<file path="src/rtl/mux_arb_rr.sv">
// N-channel arbitrated multiplexer: round-robin or fixed-priority grant feeding
// a single registered valid/ready output stage that also reports the winning index.
module mux_arb_rr #(
  parameter int NBITS = 32,
  parameter int NCH   = 4,
  localparam int SELW = $clog2(NCH)
) (
  input  logic                 clk,
  input  logic                 reset,
  input  logic                 mode,
  input  logic [NCH*NBITS-1:0] in_data,
  input  logic [NCH-1:0]       in_valid,
  output logic [NCH-1:0]       in_ready,
  output logic [NBITS-1:0]     out_data,
  output logic [SELW-1:0]      out_sel,
  output logic                 out_valid,
  input  logic                 out_ready
);

  typedef enum logic {EMPTY = 1'b0, FULL = 1'b1} state_t;

  state_t           state_q, state_d;
  logic [NBITS-1:0] data_q, data_d;
  logic [SELW-1:0]  sel_q, sel_d;
  logic [SELW-1:0]  ptr_q, ptr_d;

  logic [NCH-1:0]   grant;
  logic [SELW-1:0]  gnt_idx;
  logic             gnt_found;
  logic [NBITS-1:0] gnt_data;
  logic             load_en;
  logic             transfer;

  assign load_en  = (state_q == EMPTY) | out_ready;
  assign transfer = gnt_found & load_en & ~reset;
  assign in_ready = reset ? '0 : (grant & {NCH{load_en}});

  // Scan NCH positions starting at ptr (round-robin) or at 0 (fixed); first valid wins.
  always_comb begin
    logic [SELW:0]   sum;
    logic [SELW-1:0] idx;
    grant     = '0;
    gnt_idx   = '0;
    gnt_found = 1'b0;
    sum       = '0;
    idx       = '0;
    for (int off = 0; off < NCH; off++) begin
      sum = mode ? (SELW+1)'(off) : ({1'b0, ptr_q} + (SELW+1)'(off));
      if (sum >= (SELW+1)'(NCH)) sum = sum - (SELW+1)'(NCH);
      idx = sum[SELW-1:0];
      if (!gnt_found && in_valid[idx]) begin
        gnt_found  = 1'b1;
        grant[idx] = 1'b1;
        gnt_idx    = idx;
      end
    end
  end

  always_comb begin
    gnt_data = '0;
    for (int i = 0; i < NCH; i++) begin
      if (grant[i]) gnt_data = in_data[i*NBITS +: NBITS];
    end
  end

  always_ff @(posedge clk or posedge reset) begin
    if (reset) begin
      state_q <= EMPTY;
      data_q  <= '0;
      sel_q   <= '0;
      ptr_q   <= '0;
    end else begin
      state_q <= state_d;
      data_q  <= data_d;
      sel_q   <= sel_d;
      ptr_q   <= ptr_d;
    end
  end

  always_comb begin
    state_d = state_q;
    data_d  = data_q;
    sel_d   = sel_q;
    ptr_d   = ptr_q;
    if (transfer) begin
      state_d = FULL;
      data_d  = gnt_data;
      sel_d   = gnt_idx;
      if (!mode) ptr_d = (gnt_idx == SELW'(NCH-1)) ? '0 : gnt_idx + 1'b1;
    end else if (state_q == FULL && out_ready) begin
      state_d = EMPTY;
    end
  end

  always_comb begin
    out_valid = (state_q == FULL);
    out_data  = data_q;
    out_sel   = sel_q;
  end

endmodule

</file>
<file path="config.mk">
export PLATFORM = sky130hd
export DESIGN_NAME = mux_arb_rr
export DESIGN_NICKNAME = d
export VERILOG_FILES = /design/src/rtl/mux_arb_rr.sv
export SDC_FILE = /design/constraint.sdc
export NUM_CORES = 1
export LEC_CHECK = 0
export BUFFER_PORTS_ARGS = -buffer_cell sky130_fd_sc_hd__buf_2
export CAP_MARGIN = 20
export CORE_ASPECT_RATIO = 0.9
export CORE_UTILIZATION = 38
export CTS_CLUSTER_DIAMETER = 30
export CTS_CLUSTER_SIZE = 28
export DETAILED_ROUTE_END_ITERATION = 6
export GPL_ROUTABILITY_DRIVEN = 1
export PLACE_DENSITY_LB_ADDON = 0.25
export REMOVE_ABC_BUFFERS = 1
export SYNTH_ARGS = -nofsm -noshare
export SYNTH_HDL_FRONTEND = slang
export SYNTH_SLANG_ARGS = --single-unit
</file>
<file path="constraint.sdc">
create_clock -name clk -period 4.6 [get_ports clk]
set_input_delay 0.23 -clock clk [delete_from_list [all_inputs] [get_ports clk]]
set_output_delay 0.23 -clock clk [all_outputs]
set_load 0.02 [all_outputs]
</file>
# After elaboration in Yosys (flattened, before gate mapping)

Index checks and enable logic that the tools add are counted.

Bits in registers: 37
Bits of input ports: 136
Word-level logic and storage cells: 92

Add/subtract/negate cells: 8
$lt $le $gt $ge: 12
Eq/ne operators: 1
Mux-type cells: 44
Bitwise logic cells: 10
Reductions and logical operators: 13

Operators with widths:

| kind                | number |
|---|---|
| $mux 32             | 4 |
| $mux 2              | 10 |
| $mux 4              | 5 |
| $mux 1              | 14 |
| $lt 2x3->1 const B  | 4 |
| $or 4x4->4          | 3 |
| $ge 3x3->1 const B  | 3 |
| $mux 3              | 3 |
| $bmux 1 s2          | 4 |
| $demux 1 s2         | 4 |
| $ge 2x1->1 const B  | 4 |
| $logic_and 1x1->1   | 8 |
| $sub 2x1->2 const B | 4 |
| $add 2x2->3 const B | 2 |
| $and 4x4->4         | 1 |
| $add 2x1->3 const B | 1 |
| $ge 2x3->1 const B  | 1 |
| $logic_not 1->1     | 3 |
| $not 1->1           | 3 |
| $add 2x1->2 const B | 1 |
| $and 1x1->1         | 2 |
| $eq 2x2->1 const B  | 1 |
| $reduce_and 2->1    | 1 |
| $reduce_bool 2->1   | 1 |
| $or 1x1->1          | 1 |

# Longest topological paths before layout

Gate-level depths: netlist (run 1).

Depth after elaboration: 19
Gate-level depth with buffers: 9

# Least setup slack after synthesis (run 1)

Ideal clock, no wire load.

Path type: reg2out
Start point: reg ptr_q[1]
End point: out in_ready[1]
Arrival time: 2115 ps
Data required time: 4370 ps
Slack: 2255 ps
Stages on the path, launching flop included: 8
Path through: dfrtp_1 > nor2b_1 > mux2_2 > o32a_1 > nor3_4 > clkbuf_1 > nor2_1 > nor2_1

Cells in the longest elaborated chain, start to end: 17
Elaborated cells between the ends (all ways): 65
Classes of those cells: add/sub: 7; order compare: 12; mux: 32; bitwise: 4; reduce/logical: 10

Ends and longest elaborated chain:

| what                                                 | line | text |
|---|---|---|
| start, declared                                      | 25   | `logic [SELW-1:0] ptr_q, ptr_d;` |
| start signal, assigned                               | 76   | `ptr_q <= ptr_d;` |
| branches (longest 14 deep; another with $add 2x1->3) | -    |  |
| $mux 4 (*)                                           | 51   | `if (!gnt_found && in_valid[idx]) begin` |
| $and 4x4->4 (*)                                      | 36   | `assign in_ready = reset ? '0 : (grant & {NCH{load_en}});` |
| $mux 4 (*)                                           | 36   |  |
| end, declared                                        | 13   | `output logic [NCH-1:0] in_ready,` |

Mark *: on every way between the ends. The select of a mux whose other input is x is not followed.

# Worst setup path after layout (run 1)

Ends and elaborated chain as after synthesis.

==> flow_summary.ini, run 1 <==
[cells_and_area]
drive_gt1_frac = 0.403
diodes = 0
area_delta_synth_final_pct = 36.5
nets = 644
final_cell_area_um2 = 3750
fin_util = 0.533

[placed_design]
hpwlAfterDp_um = 7040
dp_slack_ns = 1.64
place_congestion = 0.922
io_buffers = 174
dpl_cell_area_um2 = 3670

[grt]
grt_start_max_net_pins = 39
grt_pass1_wl_um = 14800
grt_pass1_vias = 2996
antenna_found_initial = 0
grt-ovfl-total = 0
track_usage = 0.248

[clock_network]
ctsResizeCount = 0
path_clk_slew_ns = 0.08
cts_hold_buf = 0
cts_sinks = 37
clock_path_buffers = 2
clock_latency_ns = 0.29
cts_root_buf = clkbuf_8
cts_buffers = 5
cts_tree = done
htree_num_levels = 2
post-cts-setup-buffers = 0

[pwr]
power_frac_comb = 0.594
leakagePower_uw = 0.00170
power_density_nw_per_um2 = 546
switching_share = 0.491
p_int_uw = 1040
peakVddDrop_uv = 238
switchingPower_uw = 1010
share_seq_of_total_power = 0.296
power_frac_clock = 0.110

[worst_setup_path]
cp_max_fo = 23
cp_common_cell = nor2_1
worst_ep_required_time_ns = 4.37
start_kind = register
critPathCaptureType = primary output
crit_family = simple AND/OR/NAND/NOR gates
crit_path_cell_trace = nor2b_1 -> mux2_2 -> o32a_1 -> nor3_4 -> buf_4 -> nor2_1 -> nor2_1 -> buf_2
reg2reg_depth = 7
max_stage_delay_ns = 0.59
crit_buf_inv = 2
reg2reg_to = out_data[4]
arrival_ns = 3.01
r2r_start = ptr_q[0]
critPathSlowestCell = dfrtp_1
critPathKind = register to primary output
r2r_slack_ns = 1.63

[die]
io_pins = 175
fp.dieH_um = 82.7
placeableCoreArea_um2 = 7040
dieWidth_um = 91.6
initial_core_util = 0.390
die_area_um2 = 7580
rows = 29

[timing]
slew_headroom = 0.318
fin_worst_skew_ns = 0.00775
fin_setup_tns_ns = 0
slew_viol_final = 0
rsz0062_at_grt = no
layout_min_cycle_time_ns = 3.24
period_share = 0.705
max_freq_mhz = 308
final-hold-violation-count = 0
setup_viol = 0
fin_ws_ns = 1.36
tightestPinTransition_ns = 1.02

[yosys]
synth-warning-count = 0
synth_mux_area_frac = 0.0200
synth_largest_area_cell = dfrtp_1
synthesis.instances = 351
synth_ff_type = dfrtp_1
synthXorXnorAreaFrac = 0.00319
synthTopCellsByArea = dfrtp_1 (34%), o2bb2ai_1 (11%), o21ai_0 (7.3%), a31oi_1 (7.1%), a21oi_1 (6.7%)
synthArstFlopShare = 1.00
synth_top_area_frac = 0.337
synth_fa_ha_area_frac = 0
ys_types = 50
syn_area_per_cell_um2 = 7.83
synth_area_um2 = 2750
ys_seq_area_frac = 0.337
synth_simple_gate_area_frac = 0.179
synth-compound-area-share = 0.401
synth_top_family_by_area = compound AO/OA/AOI/OAI gates
synth_edf_count = 0
synth.ff_latch_count = 37

[min_path]
hp-class = input pin to asynchronous set/reset pin

[drt]
drc_errors = 0
via_per_inst = 5.62
routed.top_layer = met4
ant_nets = 0
drtIter0Drc = 186
post_drt_wl_per_cell_um = 16.1
drt-met1-wl_um = 4030
dr.pass1.iters = 5
dr_total_vias = 3385
wl_um = 9710
wl_met2_um = 4850
route.met3.wl_um = 723

[flow_run]
cap_violations = 0

[outcome]
status = complete, no violations
-- area by class of cell --
type,count,area (um^2)
clock buffer,6,72.6
multi-input combinational,277,1670
tap,93,116
timing repair buffer,183,938
fill,715,3290
inverter,4,15.0
clock inverter,2,10.0
sequential,37,926
-- tightest hold or removal path: stages --
cell and delay [ns]:
buf_2 0.10, inv_1 0.10, buf_4 0.47
-- placed cells by master (no fill, tap or decap), drive strengths merged, types with 2 or more instances in the layout --
cell type / netlist / final
a211oi: 5 / 5
a21oi: 37 / 37
a31oi: 31 / 31
and2: 6 / 6
buf: 15 / 183
clkbuf: 18 / 6
clkinv: 0 / 2
dfrtp: 37 / 37
inv: 4 / 4
mux2: 2 / 2
nand2: 40 / 40
nand2b: 4 / 4
nand3: 3 / 3
nand4: 2 / 2
nor2: 37 / 37
nor2b: 3 / 3
nor3: 2 / 2
nor3b: 4 / 4
o21a: 2 / 2
o21ai: 42 / 42
o2bb2ai: 33 / 33
-- synthesized netlist by cell type (2+ instances only) --
master and number:
o21a_1 2, nand4_1 2, nand3_1 3, and2_1 6
dfrtp_1 37, nor2_1 36, clkbuf_1 18, mux2_2 2
a31oi_1 31, nor2b_1 3, buf_2 12, inv_1 4
nor3b_1 4, o2bb2ai_1 33, nand2_1 40, o21ai_0 40
a21oi_1 37, a211oi_1 4, buf_4 3, nand2b_1 4
-- kinds of logic after synthesis --
kind of cell | Yosys count
XOR/XNOR | 1
AO/OA/AOI/OAI | 166
AND/OR/NAND/NOR | 106
multiplexers | 4
flip-flops | 37
buffers and inverters | 37
-- per-stage QoR --
stage               hold slack (ns)  std cells  total power (uW)
finish                        0.163        602              2050
global route                  0.172        602              2220
floorplan                     0.333        318              1380
CTS                           0.163        602              2060
detailed placement            0.463        594              1830
global placement              0.462        594              1810
-- worst max path at each step --
stage                         from           end  slack [ns]  cells past startpoint
after floorplan              reset  out_data[30]        1.57                      6
after global placement    ptr_q[1]   in_ready[1]        1.69                      8
after detailed placement  ptr_q[0]  out_data[29]        1.64                      7
after CTS                 ptr_q[1]   in_ready[1]        1.33                      8
after global routing      ptr_q[1]   in_ready[1]        1.06                      8
final                     ptr_q[1]   in_ready[1]        1.36                      8
-- power groups by stage --
| stage | sequential, uW | clock [uW] | combinational [uW] |
|---|---|---|---|
| 6_report | 606 | 226 | 1220 |
| 5_1_grt | 630 | 247 | 1340 |
| 4_1_cts | 605 | 234 | 1220 |
| 3_5_place_dp | 609 | 0 | 1220 |
| 3_3_place_gp | 604 | 0 | 1210 |
| 2_1_floorplan | 787 | 0 | 595 |
-- flip-flops by register name, summed over array words and instances (netlist names) --
| signal | count |
|---|---|
| out_data | 32 |
| ptr_q | 2 |
| out_valid | 1 |
| out_sel | 2 |
-- per-layer routing --
layer  vias to the layer above  global-route usage
met3                        13              0.0394
met4                         0              0.0730
li1                       1618                   -
met1                      1566               0.318
met5                         -                   0
met2                       188               0.436
(Power assumes the default switching activity.)
==> run 2, diff against run 1 <==
- clock period: 4.6 -> 2.86 ns (I/O delays scaled with it)
==> flow_summary.ini, run 2 (same netlist as run 1, synthesis figures left out) <==
[flow_run]
cap_violations = 0

[timing]
slew_headroom = 0.662
hold-worst-slack_ns = 0.0572
fin_setup_tns_ns = 0
layout_min_cycle_time_ns = 2.65
setup_viol = 0
tightestPinTransition_ns = 0.507
max_freq_mhz = 378
slew_viol_final = 0
fin_worst_skew_ns = 0.0122
rsz0062_at_grt = no
final-hold-violation-count = 0
period_share = 0.925

[clock_network]
post-cts-setup-buffers = 0
clock_path_buffers = 2
cts_hold_buf = 0
cts_tree = done
clock_latency_ns = 0.30
path_clk_slew_ns = 0.08
htree_num_levels = 2
cts_root_buf = clkbuf_8
ctsResizeCount = 0
cts_sinks = 37
cts_buffers = 5

[worst_setup_path]
max_stage_delay_ns = 0.41
cp_common_cell = nor2_1
arrival_ns = 2.50
critPathCaptureType = primary output
critPathSlowestCell = dfrtp_2
crit_path_cell_trace = buf_4 -> nor2b_1 -> mux2_2 -> o32a_1 -> nor3_4 -> buf_8 -> nor2_1 -> nor2_1 -> buf_2
start_kind = register
r2r_slack_ns = 0.40
crit_buf_inv = 3
critPathKind = register to primary output
crit_family = simple AND/OR/NAND/NOR gates
worst_ep_required_time_ns = 2.72
cp_max_fo = 23

[die]
io_pins = 175
rows = 29
dieWidth_um = 91.6
initial_core_util = 0.390
placeableCoreArea_um2 = 7040
fp.dieH_um = 82.7
die_area_um2 = 7580

[drt]
dr.pass1.iters = 5
post_drt_wl_per_cell_um = 16.2
wl_um = 9970
via_per_inst = 5.61
drtIter0Drc = 289
ant_nets = 0
drc_errors = 0
dr_total_vias = 3446

[outcome]
status = complete, no violations

[pwr]
peakVddDrop_uv = 359
leakagePower_uw = 0.00176
power_density_nw_per_um2 = 888

[cells_and_area]
drive_gt1_frac = 0.420
diodes = 0
final_common_cell = buf_2
area_delta_synth_final_pct = 40.6
nets = 656
fillers = 686
fin_util = 0.549
largest_reg_flops = 32
layout_common_cells = buf_2 (174), o21ai_0 (40), nand2_1 (40), a21oi_1 (37)

[min_path]
hp-class = input pin to asynchronous set/reset pin

[grt]
antenna_found_initial = 0
grt_start_max_net_pins = 38
grt-ovfl-total = 0
grt_pass1_vias = 3073
track_usage = 0.249
grt_pass1_wl_um = 14900

[placed_design]
place_congestion = 0.948
hpwlAfterDp_um = 7210
io_buffers = 174
[run 2: cell types whose count changed in the layout (fill, tap and decap cells not counted), sizes merged]
| cell | change |
|---|---|
| buf | +12 |
[run 2: layout make-up]
type / instances / area, um^2 / share of cell area
tap: 93 / 116 / 0.0301
inverter: 4 / 15.0 / 0.00389
clock buffer: 6 / 82.6 / 0.0214
sequential: 37 / 927 / 0.240
multi-input combinational: 277 / 1670 / 0.433
clock inverter: 2 / 13.8 / 0.00356
timing repair buffer: 195 / 1040 / 0.268
[run 2: power breakdown]
group          internal (uW)  switching, uW
logic                    789           1300
clock network            195            198
registers                789            159
[run 2: path summary, 6_finish.rpt]
kind	from	end	cells past startpoint
min	reset	out_data[3]	3
max in group asynchronous	reset	ptr_q[1]	3
max reg2reg	ptr_q[0]	ptr_q[0]	7
min in group clk	in_data[73]	out_data[9]	3
max	ptr_q[1]	in_ready[1]	9
min reg2reg	out_sel[1]	out_sel[1]	2
[run 2: worst register-to-register path, stage by stage, from the launching register on]
cell	delay, ns
dfrtp_1	0.45
xnor2_1	0.22
o221a_2	0.32
o211ai_1	0.30
o21a_1	0.51
buf_4	0.27
a21oi_1	0.08
a31o_2	0.21
[run 2: per-stage QoR]
stage          worst slack [ns]  total power, uW  instances  area (um^2)
6_report                  0.215             3430        614         3860
5_1_grt                  0.0366             3690        614         3860
4_1_cts                   0.106             3430        614         3850
3_5_place_dp              0.438             3030        606         3760
3_3_place_gp              0.444             3000        606         3760
2_1_floorplan           -0.0806             2220        318         2600
[run 2: routing by layer]
| metal | track usage | vias up | wire, um |
|---|---|---|---|
| li1 | - | 1645 | - |
| met1 | 0.313 | 1576 | 4120 |
| met2 | 0.429 | 206 | 4800 |
| met3 | 0.0394 | 19 | 828 |
| met4 | 0.108 | 0 | 219 |
| met5 | 0 | - | 0 |
==> run 3, diff against run 2 <==
- BUFFER_PORTS_ARGS: -buffer_cell sky130_fd_sc_hd__buf_2 -> default
- DONT_BUFFER_PORTS: default -> 1
==> flow_summary.ini, run 3 (same netlist as run 1, synthesis figures left out) <==
[outcome]
status = complete, no violations

[timing]
period_share = 0.935
final-hold-violation-count = 0
slew_viol_final = 0
setup_viol = 0
fin_ws_ns = 0.185
fin_worst_skew_ns = 0.00373
tightestPinTransition_ns = 0.494
layout_min_cycle_time_ns = 2.68
rsz0062_at_grt = no
max_freq_mhz = 374
slew_headroom = 0.671
fin_setup_tns_ns = 0

[cells_and_area]
final_cell_area_um2 = 3280
diodes = 0
stdcell_count = 469
largest_reg_flops = 32
drive_gt1_frac = 0.117
nets = 511
area_delta_synth_final_pct = 19.3
layout_common_cells = o21ai_0 (40), nand2_1 (40), a21oi_1 (37), nor2_1 (36), dfrtp_1 (36)
fillers = 714

[worst_setup_path]
critPathKind = register to primary output
critPathSlowestCell = mux4_2
worst_ep_required_time_ns = 2.72
r2r_slack_ns = 0.48
start_kind = register
crit_path_cell_trace = nand2b_1 -> mux4_2 -> o21bai_1 -> o21a_2 -> buf_4 -> and2_1
max_stage_delay_ns = 0.55
arrival_ns = 2.53
critPathCaptureType = primary output
cp_max_fo = 14
reg2reg_depth = 7

[min_path]
hold_depth = 2
hp-class = input pin to register

[die]
fp.dieH_um = 82.7
dieWidth_um = 91.6
placeableCoreArea_um2 = 7040
rows = 29
io_pins = 175
initial_core_util = 0.390
die_area_um2 = 7580

[clock_network]
clock_path_buffers = 2
cts_sinks = 37
clock_latency_ns = 0.28
cts_root_buf = clkbuf_8
htree_num_levels = 2
post-cts-setup-buffers = 0
path_clk_slew_ns = 0.08
cts_buffers = 5
cts_tree = done

[drt]
post_drt_wl_per_cell_um = 19.8
ant_nets = 0
route.met3.wl_um = 748
drt-met1-wl_um = 3650
dr_total_vias = 2958
drtIter0Drc = 207
wl_met2_um = 4800
dr.pass1.iters = 5
drc_errors = 0
routed.top_layer = met4
via_per_inst = 6.31
wl_um = 9260

[pwr]
power_uw = 3100
leakagePower_uw = 0.00119
power_density_nw_per_um2 = 946
peakVddDrop_uv = 358

[placed_design]
place_congestion = 0.973
hpwlAfterDp_um = 6370
dp_cells = 431
dp_slack_ns = 0.328
dpl_cell_area_um2 = 2890
io_buffers = 0

[grt]
track_usage = 0.220
grt_start_max_net_pins = 38
grt-ovfl-total = 0
grt_pass1_vias = 2592
antenna_found_initial = 0
grt_pass1_wl_um = 13000

[flow_run]
cap_violations = 0
-- run 3: cell count changes in the layout (fill, tap and decap cells not counted) --
| cell | change |
|---|---|
| buf_12 | +1 |
| buf_2 | -174 |
| buf_4 | -1 |
| buf_8 | -1 |
| clkbuf_1 | +1 |
| clkbuf_8 | -1 |
| clkinv_2 | +1 |
| clkinv_4 | -1 |
| dlygate4sd3_1 | +30 |
| o21a_1 | -1 |
| o21a_2 | +1 |
-- run 3: layout make-up --
cell class | instances | area [um^2] | share of cell area
Multi-Input combinational cell | 277 | 1670 | 0.511
Clock buffer | 6 | 72.6 | 0.0221
Inverter | 4 | 15.0 | 0.00458
Timing Repair Buffer | 50 | 463 | 0.141
Sequential cell | 37 | 927 | 0.283
Tap cell | 93 | 116 | 0.0355
Clock inverter | 2 | 10.0 | 0.00305
-- run 3: critical path: cells and delay by family, from the launching register on --
family / cells / cell delay [ns]
and+or+nand+nor: 2 / 0.43
AOI/OAI and AO/OA: 2 / 0.55
buffers and inverters: 1 / 0.22
muxes: 1 / 0.55
DFF: 1 / 0.50
-- run 3: layer usage --
layer,GRT usage,vias up
met1,0.277,1409
li1,-,1351
met3,0.0366,8
met5,0,-
met2,0.400,190
met4,0.0460,0
-- run 3: metrics by stage --
step,hold slack (ns),utilization
after floorplan,0.246,-
after global placement,0.248,0.411
after detailed placement,0.252,0.411
after CTS,0.00157,0.465
after global routing,0.0116,0.466
final,0.00601,0.466
-- run 3: final timing paths --
check	startpoint	to
worst max-delay path	ptr_q[1]	in_ready[3]
worst min-delay path	in_data[73]	out_data[9]
worst max register to register	ptr_q[1]	out_data[15]
worst min register to register	out_sel[0]	out_sel[0]
max in group asynchronous	reset	ptr_q[1]
min in group asynchronous	reset	out_valid
-- run 3: power by group --
part	internal (uW)	total, uW	switching (uW)
clock	169	363	193
sequential	786	1330	539
combinational	576	1410	836
total	1530	3100	1570
-- run 3: what timing repair did --
| item | in CTS | in global routing |
|---|---|---|
| gates resized for setup | 0 | 2 |
| hold buffers | 30 | 0 |
| setup endpoints to repair | 0 | 2 |
| hold endpoints to repair | 37 | 0 |
